**config.mk**
```make
export PLATFORM = sky130hd
export DESIGN_NAME = abs_sign_split_flat
export DESIGN_NICKNAME = d
export VERILOG_FILES = /design/src/rtl/abs_sign_split_if.sv /design/src/rtl/abs_sign_split.sv /design/src/flat_wrapper.sv
export SDC_FILE = /design/constraint.sdc
export NUM_CORES = 1
export LEC_CHECK = 0
export ABC_CLOCK_PERIOD_IN_PS = 1930
export BUFFER_PORTS_ARGS = -buffer_cell sky130_fd_sc_hd__buf_4
export CORE_MARGIN = 5
export CORE_UTILIZATION = 49
export DETAILED_ROUTE_END_ITERATION = 12
export HOLD_SLACK_MARGIN = 0.05
export PLACE_DENSITY = 0.76
export SLEW_MARGIN = 20
export SYNTH_ARGS = -nofsm -noshare
export SYNTH_HDL_FRONTEND = slang
export SYNTH_SLANG_ARGS = --single-unit
```
**constraint.sdc**
```tcl
create_clock -name clk -period 1.93 [get_ports clk]
set_input_delay 0.386 -clock clk [delete_from_list [all_inputs] [get_ports clk]]
set_output_delay 0.386 -clock clk [all_outputs]
set_load 0.01 [all_outputs]
```
**src/rtl/abs_sign_split_if.sv**
```systemverilog
// Valid/ready bundle for abs_sign_split: signed words in, sign/magnitude/clip flag out.
interface abs_sign_split_if #(
  parameter int BW_IN  = 32,
  parameter int BW_OUT = 32
);
  logic              in_valid;
  logic              in_ready;
  logic [BW_IN-1:0]  in_data;
  logic              out_valid;
  logic              out_ready;
  logic [BW_OUT-1:0] out_mag;
  logic              out_sign;
  logic              out_sat;

  modport master (
    output in_valid, in_data, out_ready,
    input  in_ready, out_valid, out_mag, out_sign, out_sat
  );

  modport slave (
    input  in_valid, in_data, out_ready,
    output in_ready, out_valid, out_mag, out_sign, out_sat
  );
endinterface

```
**src/rtl/abs_sign_split.sv**
```systemverilog
// Two's-complement to sign-magnitude stream converter, 2-entry (output + skid) buffer.
// Optional saturation event counter enabled by defining ABS_SAT_COUNT_EN.
module abs_sign_split #(
  parameter int BW_IN  = 32,
  parameter int BW_OUT = 32,
  parameter int CNT_W  = 16
) (
  input  logic             clk,
  input  logic             rst_n,
  abs_sign_split_if.slave  bus,
  input  logic             sat_clr,
  output logic [CNT_W-1:0] sat_count
);
  typedef struct packed {
    logic              sign;
    logic              sat;
    logic [BW_OUT-1:0] mag;
  } word_t;

  typedef enum logic [1:0] {EMPTY, ONE, TWO} state_t;

  // Magnitude is formed one bit wider than the input so the most-negative value is exact.
  function automatic word_t convert(input logic [BW_IN-1:0] d);
    logic [BW_IN:0] ext;
    logic [BW_IN:0] mag;
    word_t          w;
    ext    = {d[BW_IN-1], d};
    mag    = d[BW_IN-1] ? (~ext + 1'b1) : ext;
    w.sign = d[BW_IN-1];
    w.sat  = (mag >> BW_OUT) != '0;
    w.mag  = w.sat ? '1 : mag[BW_OUT-1:0];
    return w;
  endfunction

  state_t state_q, state_d;
  word_t  out_q, skid_q, in_word;
  logic   in_rdy_q;
  logic   in_fire, out_fire, out_valid;
  logic   load_out, load_skid, skid_to_out;

  assign in_word   = convert(bus.in_data);
  assign out_valid = (state_q != EMPTY);
  assign in_fire   = bus.in_valid & in_rdy_q;
  assign out_fire  = out_valid & bus.out_ready;

  always_ff @(posedge clk or negedge rst_n) begin
    if (!rst_n) state_q <= EMPTY;
    else        state_q <= state_d;
  end

  always_comb begin
    state_d     = state_q;
    load_out    = 1'b0;
    load_skid   = 1'b0;
    skid_to_out = 1'b0;
    case (state_q)
      EMPTY: if (in_fire) begin
        state_d  = ONE;
        load_out = 1'b1;
      end
      ONE: begin
        if (in_fire && out_fire) begin
          load_out = 1'b1;
        end else if (in_fire) begin
          state_d   = TWO;
          load_skid = 1'b1;
        end else if (out_fire) begin
          state_d = EMPTY;
        end
      end
      TWO: if (out_fire) begin
        state_d     = ONE;
        skid_to_out = 1'b1;
      end
      default: state_d = EMPTY;
    endcase
  end

  // Ready is a flop copy of the next state so it never depends on inputs combinationally.
  always_ff @(posedge clk or negedge rst_n) begin
    if (!rst_n) begin
      out_q    <= '0;
      skid_q   <= '0;
      in_rdy_q <= 1'b1;
    end else begin
      if (load_out)         out_q <= in_word;
      else if (skid_to_out) out_q <= skid_q;
      if (load_skid)        skid_q <= in_word;
      in_rdy_q <= (state_d != TWO);
    end
  end

  assign bus.in_ready  = in_rdy_q;
  assign bus.out_valid = out_valid;
  assign bus.out_mag   = out_q.mag;
  assign bus.out_sign  = out_q.sign;
  assign bus.out_sat   = out_q.sat;

`ifdef ABS_SAT_COUNT_EN
  logic [CNT_W-1:0] cnt_q;

  always_ff @(posedge clk or negedge rst_n) begin
    if (!rst_n)                                    cnt_q <= '0;
    else if (sat_clr)                              cnt_q <= '0;
    else if (out_fire && out_q.sat && cnt_q != '1) cnt_q <= cnt_q + 1'b1;
  end

  assign sat_count = cnt_q;
`else
  logic unused_sat_clr;
  assign unused_sat_clr = sat_clr;
  assign sat_count      = '0;
`endif
endmodule

```
**src/flat_wrapper.sv**
```systemverilog
// flat-port wrapper written by rule: the top's interface ports become plain ports
module abs_sign_split_flat 
#(
  parameter int BW_IN  = 32,
  parameter int BW_OUT = 32,
  parameter int CNT_W  = 16
)
  (clk, rst_n, sat_clr, sat_count, bus_in_valid, bus_in_data, bus_out_ready, bus_in_ready, bus_out_valid, bus_out_mag, bus_out_sign, bus_out_sat);
  abs_sign_split_if #(.BW_IN(BW_IN), .BW_OUT(BW_OUT)) bus_i ();
  input  logic clk;
  input  logic rst_n;
  input  logic sat_clr;
  output logic [CNT_W-1:0] sat_count;
  input wire logic [$bits(bus_i.in_valid)-1:0] bus_in_valid;
  input wire logic [$bits(bus_i.in_data)-1:0] bus_in_data;
  input wire logic [$bits(bus_i.out_ready)-1:0] bus_out_ready;
  output wire logic [$bits(bus_i.in_ready)-1:0] bus_in_ready;
  output wire logic [$bits(bus_i.out_valid)-1:0] bus_out_valid;
  output wire logic [$bits(bus_i.out_mag)-1:0] bus_out_mag;
  output wire logic [$bits(bus_i.out_sign)-1:0] bus_out_sign;
  output wire logic [$bits(bus_i.out_sat)-1:0] bus_out_sat;
  assign bus_i.in_valid = bus_in_valid;
  assign bus_i.in_data = bus_in_data;
  assign bus_i.out_ready = bus_out_ready;
  assign bus_in_ready = bus_i.in_ready;
  assign bus_out_valid = bus_i.out_valid;
  assign bus_out_mag = bus_i.out_mag;
  assign bus_out_sign = bus_i.out_sign;
  assign bus_out_sat = bus_i.out_sat;
  abs_sign_split #(.BW_IN(BW_IN), .BW_OUT(BW_OUT), .CNT_W(CNT_W)) u_core (.clk(clk), .rst_n(rst_n), .bus(bus_i), .sat_clr(sat_clr), .sat_count(sat_count));
endmodule
```
; ---- Word-level counts from Yosys, hierarchy flattened
; Cells that the tools add are included.
[totals]
register_bits = 71
inputBits = 37
output_inout_bits = 52
elab_cells = 36
[op_classes]
addsub = 1
eq_ne = 3
mux = 17
bitwise_logic = 3
n_reduce_logical = 4
[op_table]
columns = op, n
row1 = $mux W34, 2
row2 = $add A33 B1 Y33 const B, 1
row3 = $mux W33, 1
row4 = $not A33 Y33, 1
row5 = $mux W32, 1
row6 = $mux W2, 5
row7 = $mux W1, 6
row8 = $pmux W2 S3, 1
row9 = $reduce_bool A2 Y1, 2
row10 = $and A1 B1 Y1, 2
row11 = $eq A2 B1 Y1 const B, 1
row12 = $eq A2 B2 Y1 const B, 1
row13 = $logic_not A2 Y1, 1
row14 = $ne A2 B2 Y1 const B, 1
row15 = $pmux W1 S2, 1
row16 = $logic_and A1 B1 Y1, 1

; ---- Depth between registers and ports, before layout
[logic_depth]
word_depth = 7
depth_mapped = 8
mapped_depth_nobuf = 7

; ---- Worst setup path after synthesis
; OpenSTA, ideal clock, no wires.
[synth_path]
path_type = in2reg
from = in bus_in_data[20]
to = reg u_core.out_q (netlist bit u_core.bus.out_mag[29])
setup_time_ns = 0.133
arrival_ns = 2.105
required_time_ns = 1.797
slack_ns = -0.308
path_stages = 7
n_path_buf = 2
cell_sequence = buf_6 -> or4_4 -> or3_4 -> buf_6 -> o31ai_1 -> mux2_2 -> o21ai_2
[synth_between]
elab_chain_len = 5
[synth_lines]
columns = element, line
row1 = "start, declared", flat_wrapper.sv:15  ; input wire logic [$bits(bus_i.in_data)-1:0] bus_in_data;
row2 = $not A33 Y33, abs_sign_split.sv:28  ; mag = d[BW_IN-1] ? (~ext + 1'b1) : ext;
row3 = $add A33 B1 Y33, abs_sign_split.sv:28
row4 = $mux W33, abs_sign_split.sv:28
row5 = $mux W32, abs_sign_split.sv:31  ; w.mag = w.sat ? '1 : mag[BW_OUT-1:0];
row6 = $mux W34, abs_sign_split.sv:86  ; if (load_out) out_q <= in_word;
row7 = "end signal, assigned", abs_sign_split.sv:86
row8 = "end signal, assigned", abs_sign_split.sv:87  ; else if (skid_to_out) out_q <= skid_q;
row9 = "end, declared", abs_sign_split.sv:36  ; word_t out_q, skid_q, in_word;
; No other way between the ends.
; A chain may end at the register's enable or synchronous reset.

; ---- Worst setup path in the final report
[layout_path]
from = in bus_in_data[15]
to = reg u_core.out_q (netlist bit u_core.bus.out_mag[29])
; The elaborated chain is that of the path after synthesis.

==> impl_results.rst <==
.. list-table::
   :header-rows: 1

   * - Metric
     - Value
   * - Instance count along the most critical hold path
     - 2
   * - Failing checks
     - setup timing
   * - Number of placed cells counting well taps
     - 629
   * - CTS clock-pin slew for the worst setup and hold paths
     - 70 ps
   * - Most congested layer reported by global routing
     - met2
   * - Fill cells
     - 613
   * - Global Route met1 Usage
     - 0.2988
   * - Max-capacitance violation count
     - 0
   * - Number of enable-type register cells in the synthesized netlist
     - 0
   * - Count of endpoints failing hold in the final timing report
     - 0
   * - Min cycle time layout
     - 1995 ps
   * - Total half-perimeter wirelength after legalization and detailed placement
     - 7.896 mm
   * - FF+latch count, synth
     - 71
   * - Largest net degree at the start of global routing
     - 48
   * - Commonest cells after routing, fill and taps aside
     - sky130_fd_sc_hd__buf_4 (134), sky130_fd_sc_hd__dfrtp_1 (70), sky130_fd_sc_hd__nand2_1 (60)
   * - Met3 track utilization from global routing
     - 0.04448
   * - Mean instance size in the synthesized netlist
     - 9.450 µm²
   * - Clk Tree Root Cell
     - sky130_fd_sc_hd__clkbuf_8
   * - Routed Wire Length
     - 11.24 mm
   * - Power density over cell area
     - 1154 nW/µm²
   * - Total number of clock tree sinks
     - 71
   * - DIE HEIGHT
     - 100.0 µm
   * - Status
     - finished with violations
   * - Fin. max-slew vios
     - 0
   * - Lkg Pwr
     - 2.474 nW
   * - Sequential cell area fraction in the yosys report
     - 0.4480
   * - Fmax
     - 0.5013 GHz
   * - Starting utilization of the core area
     - 0.5083
   * - Area of the core
     - 7807 µm²
   * - Reg2Reg Depth
     - 6
   * - Wire length per cell
     - 17.32 µm
   * - Signal arrival time at the worst endpoint
     - 2270 ps
   * - Fraction of final layout cells sized beyond drive strength 1
     - 0.3583
   * - Initial antenna violation count
     - 0
   * - Standard-cell row count
     - 32
   * - Post-route design area
     - 5323 µm²
   * - Total Nets Final
     - 580
   * - Number of cells produced by synthesis
     - 420
   * - RSZ-0062 raised after global routing
     - true
   * - Critical Path Fanout Max
     - 5
   * - Critical path endpoint category
     - register
   * - Peak supply drop
     - 0.6630 mV
   * - Number of buffers added by the clock tree synthesis step
     - 9
   * - Via density
     - 5.627
   * - Number of global-route vias before repair
     - 3749
   * - Setup ws final
     - -64.93 ps
   * - FFs w/ async S/R, synth
     - 1.000
   * - Required time reported for the critical path endpoint
     - 2210 ps
   * - Worst min path class
     - input pin to register
   * - All-Layer GR Usage
     - 0.2330
   * - Slack of the worst reg-to-reg path
     - 80 ps
   * - Total setup violations reported at the end of the flow
     - 7
   * - Post-detailed-route count of antenna-violating nets
     - 0
   * - Most frequent standard cell in the layout excluding fill and tap cells
     - sky130_fd_sc_hd__buf_4
   * - Diode count
     - 0
   * - Met2 Use GR
     - 0.3940
   * - Fraction of the cycle the final worst path needs
     - 1.034
   * - Maximum buffer depth of the clock tree
     - 2
   * - Clock tree from TritonCTS
     - done
   * - Critical path class
     - input pin to register
   * - Total congestion overflow
     - 0
   * - Final TNS setup
     - -140.2 ps
   * - Number of placed I/O pins
     - 89
   * - Via count
     - 3652
   * - Post-layout instance count excluding filler cells
     - 649
   * - Synthesis Warnings
     - 0
   * - Clock latency reported for the late side of the worst-skew pair
     - 350 ps
   * - Full die area
     - 9999 µm²
   * - Placer Congestion
     - 0.8569
   * - Relative slew margins
     - 0.6358
   * - Iteration-0 DRC count of the detailed router
     - 361
   * - Placed cell areas
     - 4996 µm²
   * - DIE WIDTH
     - 100.0 µm
   * - Number of search-and-repair iterations in the first detailed-routing pass
     - 5
   * - Count of input and output buffers
     - 71
   * - DRC Markers
     - 0
   * - Netlist cell types
     - 53
   * - Worst Skew
     - 6.793 ps
   * - Wire length of the first global-routing pass
     - 18.42 mm
   * - Deepest level of the CTS H-tree
     - 3
   * - Area delta synth->final
     - 34.11%
   * - Type of origin of the critical path
     - input pin
   * - Synthesized area
     - 3969 µm²
   * - Most frequently used flop master after synthesis
     - sky130_fd_sc_hd__dfrtp_1
   * - Least-Margin Pin Slew
     - 544.3 ps
cell type report:
cell class	instances	area (µm²)	share of cell area
flip-flops and latches	71	1778	0.3340
clock buffers	12	145.1	0.02727
clock inverters	4	45.04	0.008463
repair buffers	141	1101	0.2069
multi-input cells	309	2088	0.3923
well taps	102	127.6	0.02398
inverters	10	37.54	0.007052
critical path, cell delays in order:
cell	delay, ps
sky130_fd_sc_hd__buf_6	100
sky130_fd_sc_hd__or4_4	560
sky130_fd_sc_hd__or3_4	440
sky130_fd_sc_hd__or3_4	410
sky130_fd_sc_hd__mux2_4	270
sky130_fd_sc_hd__o21ai_2	110
cells by family after synthesis:
| family | after synthesis | share of synthesized area |
|---|---|---|
| AO/OA/AOI/OAI | 121 | 0.2210 |
| XOR/XNOR | 27 | 0.05958 |
| adder cells (fa/ha/maj) | 1 | 0.003152 |
| buffers and inverters | 56 | 0.07220 |
| flip-flops | 71 | 0.4480 |
| multiplexers | 5 | 0.01356 |
| other | 1 | 0.0009449 |
| AND/OR/NAND/NOR | 138 | 0.1816 |
state kept, by name, summed over array words and instances (netlist names):
| signal | flops |
|---|---|
| u_core.skid_q | 34 |
| u_core.bus.out_sat | 1 |
| u_core.bus.in_ready | 1 |
| u_core.bus.out_mag | 32 |
| u_core.bus.out_sign | 1 |
| u_core.state_q | 2 |
repair_timing:
item / 4_1_cts / 5_1_grt
hold endpoints to repair: 23 / 0
resized for setup: 9 / 14
gates cloned: 1 / 0
pin swaps: 5 / 10
hold buffers: 1 / 0
endpoints found under the setup margin: 13 / 13
setup buffers: 2 / 0
power breakdown:
part / switching [W] / internal [W]
Sequential: 0.000408 / 0.00218
Clock: 0.000555 / 0.000627
Combinational: 0.00121 / 0.00117
per-layer routing:
layer | share of wire | vias up
met4 | 0.019 | 0
li1 | - | 1726
met3 | 0.073 | 21
met2 | 0.50 | 145
met5 | 0 | -
met1 | 0.41 | 1760
cell usage after synthesis, types with 8 or more instances:
cell	n	area, µm²
sky130_fd_sc_hd__a211oi_1	8	60.06
sky130_fd_sc_hd__a21oi_1	21	105.1
sky130_fd_sc_hd__a222oi_1	10	100.1
sky130_fd_sc_hd__and2_1	8	50.05
sky130_fd_sc_hd__and3_1	8	50.05
sky130_fd_sc_hd__buf_4	16	120.1
sky130_fd_sc_hd__clkbuf_1	24	90.09
sky130_fd_sc_hd__dfrtp_1	70	1752
sky130_fd_sc_hd__inv_1	10	37.54
sky130_fd_sc_hd__nand2_1	61	229.0
sky130_fd_sc_hd__nand3_1	9	45.04
sky130_fd_sc_hd__nor2_1	8	30.03
sky130_fd_sc_hd__o21ai_0	43	215.2
sky130_fd_sc_hd__o31ai_1	9	67.56
sky130_fd_sc_hd__or3_1	8	50.05
sky130_fd_sc_hd__xor2_1	22	192.7
through the flow:
step,hold WS [ps],utilization,total power [W],setup slack [ps]
after global placement,314.1,0.6399,0.004830,-433.5
after detailed placement,321.4,0.6399,0.004951,-496.2
after global routing,259.8,0.6817,0.006580,-78.41
final,274.2,0.6817,0.006145,-64.93
after CTS,248.8,0.6734,0.006149,-48.92
after floorplan,90.41,-,0.003786,-295.8
path summary, 6_finish.rpt:
path,start,endpoint
setup / recovery,bus_in_data[15],u_core.bus.out_mag[29]$_DFFE_PN0P_
hold / removal,bus_in_data[30],u_core.skid_q[31]$_DFFE_PN0P_
setup reg to reg,u_core.bus.in_ready$_DFF_PN1_,u_core.bus.out_mag[21]$_DFFE_PN0P_
hold reg to reg,u_core.skid_q[14]$_DFFE_PN0P_,u_core.skid_q[14]$_DFFE_PN0P_
max in group asynchronous,rst_n,u_core.bus.out_mag[30]$_DFFE_PN0P_
min in group asynchronous,rst_n,u_core.skid_q[6]$_DFFE_PN0P_
Note: power is estimated with default switching activity, not from simulation.
